[config.mk]
export PLATFORM = sky130hd
export DESIGN_NAME = mcycle_control_flat
export DESIGN_NICKNAME = d
export VERILOG_FILES = /design/src/rtl/mcycle_control_if.sv /design/src/rtl/mcycle_control.sv /design/src/flat_wrapper.sv
export SDC_FILE = /design/constraint.sdc
export NUM_CORES = 1
export LEC_CHECK = 0
export CAP_MARGIN = 5
export CORE_AREA = 2 2 39 41
export CTS_CLUSTER_DIAMETER = 80
export DETAILED_ROUTE_END_ITERATION = 8
export DIE_AREA = 0 0 41 43
export DONT_BUFFER_PORTS = 1
export PLACE_DENSITY = 0.54
export SLEW_MARGIN = 10
export SYNTH_ARGS = -nofsm -noshare
export SYNTH_HDL_FRONTEND = slang
export SYNTH_SLANG_ARGS = --single-unit
export TNS_END_PERCENT = 1
[constraint.sdc]
create_clock -name clk -period 1.8 [get_ports clk]
set_clock_uncertainty 0.1 [all_clocks]
set_input_delay 0.36 -clock clk [delete_from_list [all_inputs] [get_ports clk]]
set_output_delay 0.36 -clock clk [all_outputs]
set_load 0.1 [all_outputs]
[src/rtl/mcycle_control_if.sv]
// mcycle_control_if: control bundle between the multi-cycle MIPS control
// sequencer and the datapath.
//   master (sequencer): opcode, zero, mem_ready in; every control out.
//   slave  (datapath) : the mirror image.
//   opcode    : IR[31:26]
//   zero      : ALU zero flag
//   mem_ready : memory completes the current access this cycle
//   pcen      : PC load enable, pcwrite | (pcwritecond & taken)
//   alusrcb   : 00 B, 01 four, 10 sign-ext imm, 11 shifted imm
//   pcsource  : 00 ALU, 01 ALUOut, 10 jump target
//   aluop1/0  : 00 add, 01 subtract, 10 function-field decode
//   illegal   : unsupported opcode seen in DECODE
//   state     : current sequencer state, for debug
interface mcycle_control_if;
   logic [5:0] opcode;
   logic       zero;
   logic       mem_ready;
   logic       pcen;
   logic       pcwrite;
   logic       pcwritecond;
   logic       iord;
   logic       memread;
   logic       memwrite;
   logic       memtoreg;
   logic       irwrite;
   logic       regwrite;
   logic       regdst;
   logic       alusrca;
   logic [1:0] alusrcb;
   logic [1:0] pcsource;
   logic       aluop1;
   logic       aluop0;
   logic       illegal;
   logic [3:0] state;

   modport master (
      input  opcode, zero, mem_ready,
      output pcen, pcwrite, pcwritecond, iord, memread, memwrite, memtoreg,
             irwrite, regwrite, regdst, alusrca, alusrcb, pcsource,
             aluop1, aluop0, illegal, state
   );

   modport slave (
      output opcode, zero, mem_ready,
      input  pcen, pcwrite, pcwritecond, iord, memread, memwrite, memtoreg,
             irwrite, regwrite, regdst, alusrca, alusrcb, pcsource,
             aluop1, aluop0, illegal, state
   );
endinterface

[src/rtl/mcycle_control.sv]
// mcycle_control: Moore-style main control sequencer for the multi-cycle
// MIPS datapath (fetch, decode, execute, memory, write-back).
// Ports:
//   clk   : rising-edge clock
//   reset : asynchronous, active-high; forces FETCH
//   bus   : mcycle_control_if.master (opcode/zero/mem_ready in, controls out)
// Optional feature: define MCTRL_BNE_EN to decode bne (000101) as a branch
// taken on ~zero; without it 000101 is an illegal opcode.
module mcycle_control (
   input logic             clk,
   input logic             reset,
   mcycle_control_if.master bus
);

   typedef enum logic [3:0] {
      FETCH  = 4'd0,
      DECODE = 4'd1,
      MEMADR = 4'd2,
      MEMRD  = 4'd3,
      MEMWB  = 4'd4,
      MEMWR  = 4'd5,
      EXEC   = 4'd6,
      RWB    = 4'd7,
      BRANCH = 4'd8,
      JUMP   = 4'd9,
      ADDIEX = 4'd10,
      ADDIWB = 4'd11
   } state_t;

   localparam logic [5:0] OP_R    = 6'b000000;
   localparam logic [5:0] OP_LW   = 6'b100011;
   localparam logic [5:0] OP_SW   = 6'b101011;
   localparam logic [5:0] OP_BEQ  = 6'b000100;
   localparam logic [5:0] OP_J    = 6'b000010;
   localparam logic [5:0] OP_ADDI = 6'b001000;
`ifdef MCTRL_BNE_EN
   localparam logic [5:0] OP_BNE  = 6'b000101;
`endif

   state_t state_q, state_next;
   logic   legal;
   logic   taken;

   always_ff @(posedge clk or posedge reset) begin
      if (reset) state_q <= FETCH;
      else       state_q <= state_next;
   end

   always_comb begin
      legal = 1'b1;
      case (bus.opcode)
         OP_R, OP_LW, OP_SW, OP_BEQ, OP_J, OP_ADDI: legal = 1'b1;
`ifdef MCTRL_BNE_EN
         OP_BNE: legal = 1'b1;
`endif
         default: legal = 1'b0;
      endcase
   end

   always_comb begin
      state_next = FETCH;
      case (state_q)
         FETCH:  state_next = bus.mem_ready ? DECODE : FETCH;
         DECODE: begin
            case (bus.opcode)
               OP_LW, OP_SW: state_next = MEMADR;
               OP_R:         state_next = EXEC;
               OP_BEQ:       state_next = BRANCH;
`ifdef MCTRL_BNE_EN
               OP_BNE:       state_next = BRANCH;
`endif
               OP_J:         state_next = JUMP;
               OP_ADDI:      state_next = ADDIEX;
               default:      state_next = FETCH;
            endcase
         end
         MEMADR: state_next = (bus.opcode == OP_SW) ? MEMWR : MEMRD;
         MEMRD:  state_next = bus.mem_ready ? MEMWB : MEMRD;
         MEMWB:  state_next = FETCH;
         MEMWR:  state_next = bus.mem_ready ? FETCH : MEMWR;
         EXEC:   state_next = RWB;
         RWB:    state_next = FETCH;
         BRANCH: state_next = FETCH;
         JUMP:   state_next = FETCH;
         ADDIEX: state_next = ADDIWB;
         ADDIWB: state_next = FETCH;
         default: state_next = FETCH;
      endcase
   end

   always_comb begin
`ifdef MCTRL_BNE_EN
      taken = (bus.opcode == OP_BNE) ? ~bus.zero : bus.zero;
`else
      taken = bus.zero;
`endif
   end

   always_comb begin
      bus.pcwrite     = 1'b0;
      bus.pcwritecond = 1'b0;
      bus.iord        = 1'b0;
      bus.memread     = 1'b0;
      bus.memwrite    = 1'b0;
      bus.memtoreg    = 1'b0;
      bus.irwrite     = 1'b0;
      bus.regwrite    = 1'b0;
      bus.regdst      = 1'b0;
      bus.alusrca     = 1'b0;
      bus.alusrcb     = 2'b00;
      bus.pcsource    = 2'b00;
      bus.aluop1      = 1'b0;
      bus.aluop0      = 1'b0;
      bus.illegal     = 1'b0;
      case (state_q)
         FETCH: begin
            bus.memread = 1'b1;
            bus.alusrcb = 2'b01;
            bus.irwrite = bus.mem_ready;
            bus.pcwrite = bus.mem_ready;
         end
         DECODE: begin
            bus.alusrcb = 2'b11;
            bus.illegal = ~legal;
         end
         MEMADR, ADDIEX: begin
            bus.alusrca = 1'b1;
            bus.alusrcb = 2'b10;
         end
         MEMRD: begin
            bus.memread = 1'b1;
            bus.iord    = 1'b1;
         end
         MEMWB: begin
            bus.regwrite = 1'b1;
            bus.memtoreg = 1'b1;
         end
         MEMWR: begin
            bus.memwrite = 1'b1;
            bus.iord     = 1'b1;
         end
         EXEC: begin
            bus.alusrca = 1'b1;
            bus.aluop1  = 1'b1;
         end
         RWB: begin
            bus.regwrite = 1'b1;
            bus.regdst   = 1'b1;
         end
         BRANCH: begin
            bus.alusrca     = 1'b1;
            bus.aluop0      = 1'b1;
            bus.pcwritecond = 1'b1;
            bus.pcsource    = 2'b01;
         end
         JUMP: begin
            bus.pcwrite  = 1'b1;
            bus.pcsource = 2'b10;
         end
         ADDIWB: bus.regwrite = 1'b1;
         default: ;
      endcase
      // Reset is asynchronous to the edge, so the write enables are masked
      // combinationally; everything else already shows FETCH values.
      if (reset) begin
         bus.pcwrite  = 1'b0;
         bus.irwrite  = 1'b0;
         bus.regwrite = 1'b0;
         bus.memwrite = 1'b0;
      end
   end

   assign bus.pcen  = ~reset & (bus.pcwrite | (bus.pcwritecond & taken));
   assign bus.state = state_q;

endmodule

[src/flat_wrapper.sv]
// flat-port wrapper written by rule: the top's interface ports become plain ports
module mcycle_control_flat 
  (clk, reset, bus_opcode, bus_zero, bus_mem_ready, bus_pcen, bus_pcwrite, bus_pcwritecond, bus_iord, bus_memread, bus_memwrite, bus_memtoreg, bus_irwrite, bus_regwrite, bus_regdst, bus_alusrca, bus_alusrcb, bus_pcsource, bus_aluop1, bus_aluop0, bus_illegal, bus_state);
  mcycle_control_if bus_i ();
  input logic clk;
  input logic reset;
  input wire logic [$bits(bus_i.opcode)-1:0] bus_opcode;
  input wire logic [$bits(bus_i.zero)-1:0] bus_zero;
  input wire logic [$bits(bus_i.mem_ready)-1:0] bus_mem_ready;
  output wire logic [$bits(bus_i.pcen)-1:0] bus_pcen;
  output wire logic [$bits(bus_i.pcwrite)-1:0] bus_pcwrite;
  output wire logic [$bits(bus_i.pcwritecond)-1:0] bus_pcwritecond;
  output wire logic [$bits(bus_i.iord)-1:0] bus_iord;
  output wire logic [$bits(bus_i.memread)-1:0] bus_memread;
  output wire logic [$bits(bus_i.memwrite)-1:0] bus_memwrite;
  output wire logic [$bits(bus_i.memtoreg)-1:0] bus_memtoreg;
  output wire logic [$bits(bus_i.irwrite)-1:0] bus_irwrite;
  output wire logic [$bits(bus_i.regwrite)-1:0] bus_regwrite;
  output wire logic [$bits(bus_i.regdst)-1:0] bus_regdst;
  output wire logic [$bits(bus_i.alusrca)-1:0] bus_alusrca;
  output wire logic [$bits(bus_i.alusrcb)-1:0] bus_alusrcb;
  output wire logic [$bits(bus_i.pcsource)-1:0] bus_pcsource;
  output wire logic [$bits(bus_i.aluop1)-1:0] bus_aluop1;
  output wire logic [$bits(bus_i.aluop0)-1:0] bus_aluop0;
  output wire logic [$bits(bus_i.illegal)-1:0] bus_illegal;
  output wire logic [$bits(bus_i.state)-1:0] bus_state;
  assign bus_i.opcode = bus_opcode;
  assign bus_i.zero = bus_zero;
  assign bus_i.mem_ready = bus_mem_ready;
  assign bus_pcen = bus_i.pcen;
  assign bus_pcwrite = bus_i.pcwrite;
  assign bus_pcwritecond = bus_i.pcwritecond;
  assign bus_iord = bus_i.iord;
  assign bus_memread = bus_i.memread;
  assign bus_memwrite = bus_i.memwrite;
  assign bus_memtoreg = bus_i.memtoreg;
  assign bus_irwrite = bus_i.irwrite;
  assign bus_regwrite = bus_i.regwrite;
  assign bus_regdst = bus_i.regdst;
  assign bus_alusrca = bus_i.alusrca;
  assign bus_alusrcb = bus_i.alusrcb;
  assign bus_pcsource = bus_i.pcsource;
  assign bus_aluop1 = bus_i.aluop1;
  assign bus_aluop0 = bus_i.aluop0;
  assign bus_illegal = bus_i.illegal;
  assign bus_state = bus_i.state;
  mcycle_control u_core (.clk(clk), .reset(reset), .bus(bus_i));
endmodule
==> results_dict.tcl <==
set metrics [dict create \
    status "finished with violations" \
    violations "negative setup slack" \
    synthAdderAreaFrac_pct 0 \
    sw_frac_of_total_pct 58.86 \
    ir_drop_v 0.001104 \
    cp-end-kind "output pin" \
    synth_area_um2 561.8 \
    p_comb_share_pct 84.3 \
    vias_per_cell 6.308 \
    grt_pass1_wl_um 4091 \
    start_util_pct 40.60 \
    seq_power_share_pct 9.0 \
    hp-class "in -> async" \
    syn_inst 79 \
    die_w_um 41 \
    grt_antenna_before_repair 0 \
    critPathArrivalTime_ns 1.59 \
    crit_path_max_incr_delay_ns 0.50 \
    numCtsBuffers 3 \
    grt_max_degree 16 \
    routedWlPerCell_um 20.19 \
    layout_min_cycle_time_ns 2.050 \
    io_buffers 0 \
    worstMarginPinSlew_ns 0.3877 \
    n_fill_cell 49 \
    wirelength_um 2685 \
    synth-simple-area-share_pct 38.75 \
    nets 129 \
    drtIter0Drc 38 \
    dp_hpwl_um 1570 \
    p_per_area_nw_per_um2 1332 \
    post_dp_cell_area_um2 1197 \
    synth_top_family_by_area "simple AND/OR/NAND/NOR gates" \
    finalMaxSlewViolations 0 \
    ys_top_cells_by_count "10 x nor2_1, 6 x a21oi_1, 6 x clkbuf_1, 6 x nor3_1, 5 x nand2b_1" \
    antenna_left 0 \
    synth_warnings 0 \
    max_freq_ghz 0.4879 \
    ys_seq_elements 4 \
    clk_latency_ns 0.25 \
    fin_area_um2 1285 \
    synthArstFlopShare_pct 100.0 \
    synthFlopType "dfrtp_1" \
    drc 0 \
    cts_tree "yes" \
    cts_max_level 1 \
    vias 839 \
    synth_top_area_cell "dfrtp_1" \
    drv_cap 0 \
    multiInputGateArea_um2 566.8 \
    netlist.area_leader.share_pct 17.82 \
    finalWorstSetupSlack_ns -0.2498 \
    diodes 0 \
    rows 14 \
    synth_area_leaders "dfrtp_1 18%, nor2_1 6.7%, nand2b_1 5.6%" \
    p_clk_share_pct 6.7 \
    stdcell_count 133 \
    yosysSeqAreaShare_pct 17.82 \
    synth_most_common_cell "nor2_1" \
    cts_max_path_buffers 2 \
    syn_area_per_cell_um2 7.111 \
    first_pass_iters 4 \
    path_clk_slew_ns 0.04 \
    synth_edf_count 0 \
    critPathLaunchType "flip-flop" \
    cts_sinks 4 \
    finalSetupViolCount 18 \
    largest_register_ffs 4 \
    grt_pass1_vias 845 \
    p_leak_uw 0.0004995 \
    p_sw_uw 1008 \
    drive_gt1_share_pct 65.81 \
    clockRootBuffer "clkbuf_4" \
    synth_cell_types 36 \
    max_slew_margin_pct 73.93 \
    post-route-period-util_pct 113.9 \
    syn_nets 89 \
    r2r_slack_ns 0 \
    slowest_stage "dfrtp_4" \
    die_area_um2 1763 \
    routabilityCongestion 0.9281 \
    ios 32 \
    cp_cell_sequence "or2_4, nor2_4, and4b_2, buf_12" \
    internal_power_uw 704.3 \
    crit_required_ns 1.34 \
    core-area_um2 1384 \
    placedCellCount 130 \
    synth_compound_gate_area_share_pct 27.62 \
    cp_max_fo 5 \
    overflow 0 \
    hold_buffers 0 \
    seq_area_um2 112.6 \
    rsz0062_at_grt "true" \
    grt_use_total_pct 35.08 \
    hold_violations 0 \
    synth_mux_area_share_pct 1.782 \
    synth_xor_xnor_area_share_pct 4.677 \
    area_delta_synth_final_pct 128.7 \
    path_class "reg -> out" \
    dieHeight_um 43 \
]
-- stage by stage --
step	setup slack [ns]	power (uW)	TNS (ns)	hold WS, ns	utilization [%]
floorplan	-1.202	1043	-16.41	0.06285	-
global placement	-0.004625	1491	-0.004625	0.2320	86.53
detailed placement	-0.03372	1508	-0.03372	0.2407	86.53
CTS	-0.2121	1671	-2.380	0.004139	92.41
global route	-0.2981	1765	-3.572	0.04266	92.86
finish	-0.2498	1712	-2.774	0.03015	92.86
-- timing repair --
action | CTS | global route
endpoints found under the setup margin | 18 | 20
pin swaps | 4 | 0
setup buffers | 0 | 0
resized for setup | 16 | 2
-- power by group through the flow --
| stage | sequential (uW) | combinational (uW) | clock [uW] |
|---|---|---|---|
| 6_report | 153 | 1440 | 115 |
| 2_1_floorplan | 243 | 800 | 0 |
| 5_1_grt | 155 | 1480 | 125 |
| 4_1_cts | 150 | 1410 | 111 |
| 3_5_place_dp | 140 | 1370 | 0 |
| 3_3_place_gp | 138 | 1350 | 0 |
-- routing by layer --
metal	track usage, %	wire length (um)
met2	55.00	1401
met4	20.67	147
met5	0	0
met3	6.806	190
met1	41.69	947
-- final cells by class --
cell class	count	share of cell area, %
sequential	4	8.763
tap	16	1.558
timing repair buffer	44	43.52
clock buffer	3	1.753
inverter	1	0.2921
multi-input combinational	65	44.11
-- worst paths after layout --
kind / start / endpoint / depth (start not counted)
hold / removal: reset / u_core.bus.state[0]$_DFF_PP0_ / 2
setup reg to reg: u_core.bus.state[2]$_DFF_PP0_ / u_core.bus.state[1]$_DFF_PP0_ / 6
max in group asynchronous: reset / u_core.bus.state[2]$_DFF_PP0_ / 2
hold reg to reg: u_core.bus.state[1]$_DFF_PP0_ / u_core.bus.state[1]$_DFF_PP0_ / 2
setup / recovery: u_core.bus.state[2]$_DFF_PP0_ / bus_irwrite / 4
min in group clk: bus_opcode[1] / u_core.bus.state[2]$_DFF_PP0_ / 2
-- logic make-up (layout without fill, tap and decap cells) --
logic type,Yosys count,count (layout)
AND/OR/NAND/NOR,39,39
AO/OA/AOI/OAI,22,22
buffers and inverters,10,48
flip-flops,4,4
XOR/XNOR,3,3
multiplexers,1,1
-- cell usage in the layout, fill, tap and decap left out, types with 2 or more instances in the layout --
master | Yosys | layout
a21oi_1 | 6 | 4
a21oi_2 | 0 | 2
buf_12 | 0 | 14
buf_4 | 2 | 21
buf_6 | 1 | 7
clkbuf_4 | 0 | 3
dfrtp_4 | 0 | 3
nand2_1 | 4 | 4
nand2b_1 | 5 | 2
nand2b_4 | 0 | 2
nor2_1 | 10 | 5
nor2_2 | 0 | 3
nor2_4 | 0 | 2
nor3_4 | 0 | 5
o21ai_0 | 2 | 2
o31ai_1 | 3 | 3
xnor2_1 | 2 | 2
-- worst max-delay path: cells and delay by family (launching register included) --
kind / cells / cell delay (ns)
buf+inv: 1 / 0.18
flops: 1 / 0.50
simple gates: 3 / 0.67
(Power assumes the default switching activity.)
